### src/rtl/encoder_4_2_sync_if.sv
// Request/code bus between the board-input side and the registered 4-to-2 encoder.
// The master drives the request lines, enable and acknowledge. The slave returns the code and status.
interface encoder_4_2_sync_if;
  logic [3:0] I;
  logic       E;
  logic       ACK;
  logic [1:0] Y;
  logic       V;
  logic       ERR;
  logic       GS;
  logic       BUSY;

  modport master (output I, E, ACK, input Y, V, ERR, GS, BUSY);
  modport slave  (input I, E, ACK, output Y, V, ERR, GS, BUSY);
endinterface

### src/rtl/encoder_4_2_sync.sv
// Registered 4-to-2 priority encoder with input synchroniser, debounce and a valid/ack handshake.
// Each press of a request line produces exactly one held code.
module encoder_4_2_sync #(
  parameter int DEB_CNT = 4,
  parameter int CNT_W   = 8
) (
  input logic               clk,
  input logic               rst_n,
  encoder_4_2_sync_if.slave bus
);

  localparam logic [1:0] IDLE     = 2'd0;
  localparam logic [1:0] DEBOUNCE = 2'd1;
  localparam logic [1:0] CAPTURED = 2'd2;
  localparam logic [1:0] RELEASE  = 2'd3;

  localparam logic [CNT_W-1:0] DEB_LAST = CNT_W'(DEB_CNT - 1);

  logic [3:0]       sync_q;
  logic [3:0]       i_s;
  logic [3:0]       sample;
  logic [CNT_W-1:0] cnt;
  logic [1:0]       state;
  logic [1:0]       y_q;
  logic             v_q;
  logic             err_q;
  logic             gs_q;

  function automatic logic [1:0] encode(input logic [3:0] v);
    logic [1:0] r;
    r = 2'd0;
    if (v[3])      r = 2'd3;
    else if (v[2]) r = 2'd2;
    else if (v[1]) r = 2'd1;
    return r;
  endfunction

  function automatic logic multi_hot(input logic [3:0] v);
    return (v & (v - 4'd1)) != 4'd0;
  endfunction

  always_ff @(posedge clk or negedge rst_n) begin
    if (!rst_n) begin
      sync_q <= 4'd0;
      i_s    <= 4'd0;
    end else begin
      sync_q <= bus.I;
      i_s    <= sync_q;
    end
  end

  // Disabling the block overrides everything else. The synchroniser above keeps running.
  always_ff @(posedge clk or negedge rst_n) begin
    if (!rst_n) begin
      state  <= IDLE;
      sample <= 4'd0;
      cnt    <= '0;
      y_q    <= 2'd0;
      v_q    <= 1'b0;
      err_q  <= 1'b0;
      gs_q   <= 1'b0;
    end else begin
      gs_q <= bus.E && (i_s != 4'd0);
      if (!bus.E) begin
        state  <= IDLE;
        sample <= 4'd0;
        cnt    <= '0;
        y_q    <= 2'd0;
        v_q    <= 1'b0;
        err_q  <= 1'b0;
      end else begin
        case (state)
          IDLE: begin
            if (i_s != 4'd0) begin
              sample <= i_s;
              cnt    <= '0;
              state  <= DEBOUNCE;
            end
          end
          DEBOUNCE: begin
            if (i_s == sample) begin
              if (cnt == DEB_LAST) begin
                y_q   <= encode(sample);
                err_q <= multi_hot(sample);
                v_q   <= 1'b1;
                state <= CAPTURED;
              end else begin
                cnt <= cnt + CNT_W'(1);
              end
            end else if (i_s != 4'd0) begin
              sample <= i_s;
              cnt    <= '0;
            end else begin
              state <= IDLE;
            end
          end
          CAPTURED: begin
            if (bus.ACK) begin
              v_q   <= 1'b0;
              err_q <= 1'b0;
              state <= RELEASE;
            end
          end
          RELEASE: begin
            // A line still held after the acknowledge must drop before it can be captured again.
            if (i_s == 4'd0) state <= IDLE;
          end
          default: state <= IDLE;
        endcase
      end
    end
  end

  assign bus.Y    = y_q;
  assign bus.V    = v_q;
  assign bus.ERR  = err_q;
  assign bus.GS   = gs_q;
  assign bus.BUSY = (state != IDLE);

endmodule

### src/flat_wrapper.sv
// flat-port wrapper written by rule: the top's interface ports become plain ports
module encoder_4_2_sync_flat 
#(
  parameter int DEB_CNT = 4,
  parameter int CNT_W   = 8
)
  (clk, rst_n, bus_I, bus_E, bus_ACK, bus_Y, bus_V, bus_ERR, bus_GS, bus_BUSY);
  encoder_4_2_sync_if bus_i ();
  input logic clk;
  input logic rst_n;
  input wire logic [$bits(bus_i.I)-1:0] bus_I;
  input wire logic [$bits(bus_i.E)-1:0] bus_E;
  input wire logic [$bits(bus_i.ACK)-1:0] bus_ACK;
  output wire logic [$bits(bus_i.Y)-1:0] bus_Y;
  output wire logic [$bits(bus_i.V)-1:0] bus_V;
  output wire logic [$bits(bus_i.ERR)-1:0] bus_ERR;
  output wire logic [$bits(bus_i.GS)-1:0] bus_GS;
  output wire logic [$bits(bus_i.BUSY)-1:0] bus_BUSY;
  assign bus_i.I = bus_I;
  assign bus_i.E = bus_E;
  assign bus_i.ACK = bus_ACK;
  assign bus_Y = bus_i.Y;
  assign bus_V = bus_i.V;
  assign bus_ERR = bus_i.ERR;
  assign bus_GS = bus_i.GS;
  assign bus_BUSY = bus_i.BUSY;
  encoder_4_2_sync #(.DEB_CNT(DEB_CNT), .CNT_W(CNT_W)) u_core (.clk(clk), .rst_n(rst_n), .bus(bus_i));
endmodule
### config.mk
export PLATFORM = sky130hd
export DESIGN_NAME = encoder_4_2_sync_flat
export DESIGN_NICKNAME = d
export VERILOG_FILES = /design/src/rtl/encoder_4_2_sync_if.sv /design/src/rtl/encoder_4_2_sync.sv /design/src/flat_wrapper.sv
export SDC_FILE = /design/constraint.sdc
export NUM_CORES = 1
export LEC_CHECK = 0
export ABC_AREA = 1
export ABC_CLOCK_PERIOD_IN_PS = 1780
export CAP_MARGIN = 0
export CORE_MARGIN = 3
export CORE_UTILIZATION = 50
export DETAILED_ROUTE_END_ITERATION = 8
export PLACE_DENSITY = 0.71
export SLEW_MARGIN = 0
export SYNTH_ARGS = -nofsm -noshare
export SYNTH_HDL_FRONTEND = slang
export SYNTH_SLANG_ARGS = --single-unit
### constraint.sdc
create_clock -name clk -period 1.78 [get_ports clk]
set_input_delay 0.534 -clock clk [delete_from_list [all_inputs] [get_ports clk]]
set_output_delay 0.534 -clock clk [all_outputs]
set_load 0.02 [all_outputs]
Word-level counts from Yosys, hierarchy flattened
Index checks and enable logic that the tools add are counted.

Flip-flop bits (word level): 27. Input port bits: 8. Output and inout bits: 6. Logic and storage cells: 75.

Add/subtract/negate cells: 2. Eq/ne operators: 19. Mux-type cells: 33. Bitwise logic cells: 1. Reduce and logical (&&, ||, !) cells: 11.

Operators with widths (count): 8-bit 2-to-1 mux (4); 2-bit 2-to-1 mux (13); 8-bit case mux with 2 select lines (1); 4-bit 2-to-1 mux (3); 3-bit by 2-bit inequality test with 1-bit output, second input constant (4); 8-bit by 1-bit adder with 8-bit output, second input constant (1); 8-bit by 2-bit equality test with 1-bit output, second input constant (1); 1-bit 2-to-1 mux (8); 4-bit inequality test, second input constant (2); 2-bit case mux with 4 select lines (1); 4-bit case mux with 2 select lines (1); 4-bit nonzero test (2); 2-bit by 1-bit inequality test with 1-bit output, second input constant (3); 3-bit by 1-bit inequality test with 1-bit output, second input constant (2); 3-bit inequality test, second input constant (2); 5-bit AND reduction (1); 4-bit bitwise AND (1); 2-bit equality test, second input constant (2); 4-bit equality test (1); 4-bit zero test (1); 4-bit by 3-bit inequality test with 1-bit output, second input constant (1); 1-bit case mux with 2 select lines (2); 2-bit AND reduction (2); 4-bit AND reduction (1); 6 further kinds (6).

Depth between registers and ports, before layout
Depth after elaboration: 7. Depth in mapped cells: 11. Mapped depth without buffers: 11.

Least setup slack after synthesis
No wires, ideal clock.

Kind: input-to-reg. Start: input bus_E. End: register u_core.cnt[2]. Library setup time: 0.119 ns. Arrival: 1.230 ns. Required time: 1.661 ns. Setup slack: 0.431 ns. Cell stages on the path: 8. Buffers on the path: 0. Path through: inv_2 > nor2_1 > nand2_1 > nand2_1 > nand2_4 > nand2_2 > nand2_1 > o21ai_2.

Word-level cells in the longest chain between the ends: 2. Elaborated cells between the ends (all ways): 4. Those cells by class: eq/ne (2); mux (1); reduce/logical (1).

Ends and longest elaborated chain: start, declared (line flat_wrapper.sv:12) `input wire logic [$bits(bus_i.E)-1:0] bus_E;`; 4-bit inequality test (no line) or 3-bit by 1-bit inequality test with 1-bit output (tied branches); 2-bit AND reduction (no line); end signal, assigned (line encoder_4_2_sync.sv:88) `cnt <= cnt + CNT_W'(1);`; end, declared (line encoder_4_2_sync.sv:22) `logic [CNT_W-1:0] cnt;`.

Parallel ways exist; a longest one is shown, timed or not. A chain may end at the register's enable or synchronous reset.

Worst setup path in the final report
Start: register u_core.state[1]. End: output bus_BUSY.

Word-level cells in the longest chain between the ends: 1.

Ends and longest elaborated chain: start, declared (line encoder_4_2_sync.sv:23) `logic [1:0] state;`; start signal, assigned (line encoder_4_2_sync.sv:55) `state <= IDLE;`; start signal, assigned (line encoder_4_2_sync.sv:65) `state <= IDLE;`; start signal, assigned (line encoder_4_2_sync.sv:77) `state <= DEBOUNCE;`; 2-bit nonzero test (line encoder_4_2_sync.sv:118) `assign bus.BUSY = (state != IDLE);`; end, declared (line flat_wrapper.sv:18) `output wire logic [$bits(bus_i.BUSY)-1:0] bus_BUSY;`.

Every way passes these cells.

==> flow_summary.ini <==
[synthesis]
ys_seq_elements = 27
yosysSeqAreaShare_pct = 45.4
synth_top_family_by_area = simple AND/OR/NAND/NOR gates
synth_top_area_share_pct = 45.4
yosys_warnings = 0
synth_compound_area_share_pct = 6.55
yosysTopAreaCell = dfrtp_1
synth-xor-area-share_pct = 1.76
synth_nets = 210
yosys-top-cells-area = dfrtp_1 (45%), nand2_1 (17%), nand3_1 (7.1%)
netlist_area_mm2 = 0.00149
synth-simple-area-share_pct = 37.3
synthAdderAreaFrac_pct = 0.840
yosys-mux-area-fraction_pct = 0
synthCells = 201
ys_types = 23
syn_area_per_cell_um2 = 7.41

[clock_network]
cts_tree = done
clkSlewWorstSetupHoldPaths_ns = 0.15
cts_setup_buffers = 0
clkSinkCount = 27
cts_buffers = 3
ctsHtreeMaxLevel = 1
clock-root-buffer = clkbuf_4
worst_skew_pair.late_latency_ns = 0.33
clk_path_buf_depth = 2

[worst_hold_path]
holdPathEnd = u_core.i_s[2]
hold_depth = 0
hp-class = reg2reg
timing.hold.worst.start = u_core.sync_q[2]

[placed_design]
placed_area_mm2 = 0.00176
dp_hpwl_mm = 2.48
gp_congestion = 0.918
io_buffers = 13

[route]
route.vias.total = 1367
wire_per_inst_um = 12.1
drt-initial-drc-count = 41
dr.pass1.iters = 4
ant_nets = 0
avgViaCountPerCell = 5.22
wirelength_mm = 3.16
drcViolationCount = 0

[worst_setup_path]
worstSetupEndpointType = primary output
r2r_start = u_core.cnt[0]
cpLargestDelayFamily = flip-flops
path_class = reg2out
cp_data_arrival_time_ns = 1.11
startpoint_type = flip-flop
crit_path_max_incr_delay_ns = 0.42
r2r_slack_ns = 0.20
crit_start = u_core.state[1]
reg2reg_depth = 8
cpMaxStageDelayCell = dfrtp_1
crit_chain = nor2_2, inv_1, buf_2
worst-path-max-fanout = 2
regToRegEndpoint = u_core.bus.ERR
required_ns = 1.25
critPathBufInv = 2

[timing]
finalSetupViolations = 0
finalHoldWorstSlack_ns = 0.375
fin_crit_sh_pct = 92.6
max_slew_margin_pct = 77.5
tightest_slew_ns = 0.338
fmax_mhz = 606
hold_viol = 0
setup_tns_ns = 0
maxSlewViolCount = 0
clock-skew-final_ns = 0.0109
period_needed_ns = 1.65
rsz0062_at_grt = no

[floorplanning]
die_x_um = 60.6
initial_utilization_pct = 53.1
core-area_mm2 = 0.00281
die_h_um = 60.6
die-area_mm2 = 0.00367
ios = 14
rows = 19

[global_routing]
overflow = 0
grt_pass1_wl_mm = 5.29
grt_use_total_pct = 18.3
grt_max_degree = 28
grt_pass1_vias = 1306
antenna_found_initial = 0

[run_status]
outcome = finished clean

[cells_and_area]
multi_input_area_um2 = 697
final_cell_mix = nand2_1 (66), dfrtp_1 (27), inv_1 (21), nor2_1 (21), nand3_1 (21)
syn2layout_area_growth_pct = 19.7
nets = 241
regArea_um2 = 676
final_area_mm2 = 0.00178
fillCellCount = 245
drive_gt1_share_pct = 17.3
diodes = 0
final_common_cell = nand2_1

[pwr]
powerDensity_mw_per_mm2 = 986
total_power_w = 0.00176
ir_drop_mv = 0.564
p_leak_nw = 0.936

[run]
drv_cap = 0
## kinds of logic (layout without fill, tap and decap cells)
kind of cell    Yosys count  count (layout)
buf+inv                  32              62
flops                    27              27
xor+xnor                  3               3
simple gates            120             120
compound gates           18              18
fa+ha+maj                 1               1
## synth_stat cells (all sizes together)
| cell | n |
|---|---|
| a21oi | 1 |
| buf | 1 |
| clkinv | 2 |
| dfrtp | 27 |
| ha | 1 |
| inv | 29 |
| nand2 | 70 |
| nand3 | 22 |
| nor2 | 27 |
| nor3 | 1 |
| o211ai | 1 |
| o21ai | 15 |
| o22ai | 1 |
| xnor2 | 2 |
| xor2 | 1 |
## power breakdown
group	internal [W]	leakage, nW	switching (W)	total (W)
clock network	0.0000859	0.0139	0.000185	0.000271
registers	0.000690	0.347	0.0000677	0.000758
logic	0.000277	0.576	0.000451	0.000728
total	0.00105	0.936	0.000703	0.00176
## timing repair
action                                  in CTS  in global routing
resized for setup                            9                  2
endpoints found under the setup margin       6                  3
gates cloned                                 0                  0
pin swaps                                    0                  1
hold buffers                                 0                  0
## state kept, by name, summed over array words and instances (netlist names)
signal          flops
u_core.state        2
u_core.bus.ERR      1
u_core.cnt          8
u_core.sample       4
u_core.i_s          4
u_core.bus.Y        2
u_core.sync_q       4
u_core.bus.V        1
u_core.bus.GS       1
## stage by stage
step	cells	util (%)	setup slack [ns]
6_report	262	63.5	0.131
5_1_grt	262	63.5	0.0660
4_1_cts	262	63.6	0.0264
3_5_place_dp	258	62.7	-0.140
3_3_place_gp	258	62.7	-0.0832
2_1_floorplan	201	-	0.431
## how the worst max path moves through the flow
stage,depth (start not counted),end,slack (ns)
floorplan,8,u_core.cnt[2],0.43
global placement,8,u_core.sample[3],-0.08
detailed placement,9,u_core.cnt[6],-0.14
CTS,3,bus_BUSY,0.03
global route,8,u_core.bus.ERR,0.07
finish,3,bus_BUSY,0.13
## worst register-to-register path, delay by kind of cell, from the launching register on
family / cells / cell delay (ns)
compound gates: 2 / 0.22
fa+ha+maj: 1 / 0.23
buf+inv: 1 / 0.10
flops: 1 / 0.44
simple gates: 4 / 0.50
## layer usage
layer | track usage (%) | part of all wire (%)
met1 | 22.7 | 43
met2 | 32.4 | 51
met3 | 2.13 | 3.7
met4 | 7.43 | 2.1
met5 | 0 | 0
## area by class of cell
cell class / instances / share of cell area, %
well taps: 31 / 2.18
clock inverters: 1 / 0.421
clock buffers: 3 / 1.26
multi-input cells: 142 / 39.1
repair buffers: 27 / 12.6
inverters: 31 / 6.53
flip-flops and latches: 27 / 37.9
Note: power is estimated with default switching activity, not from simulation.
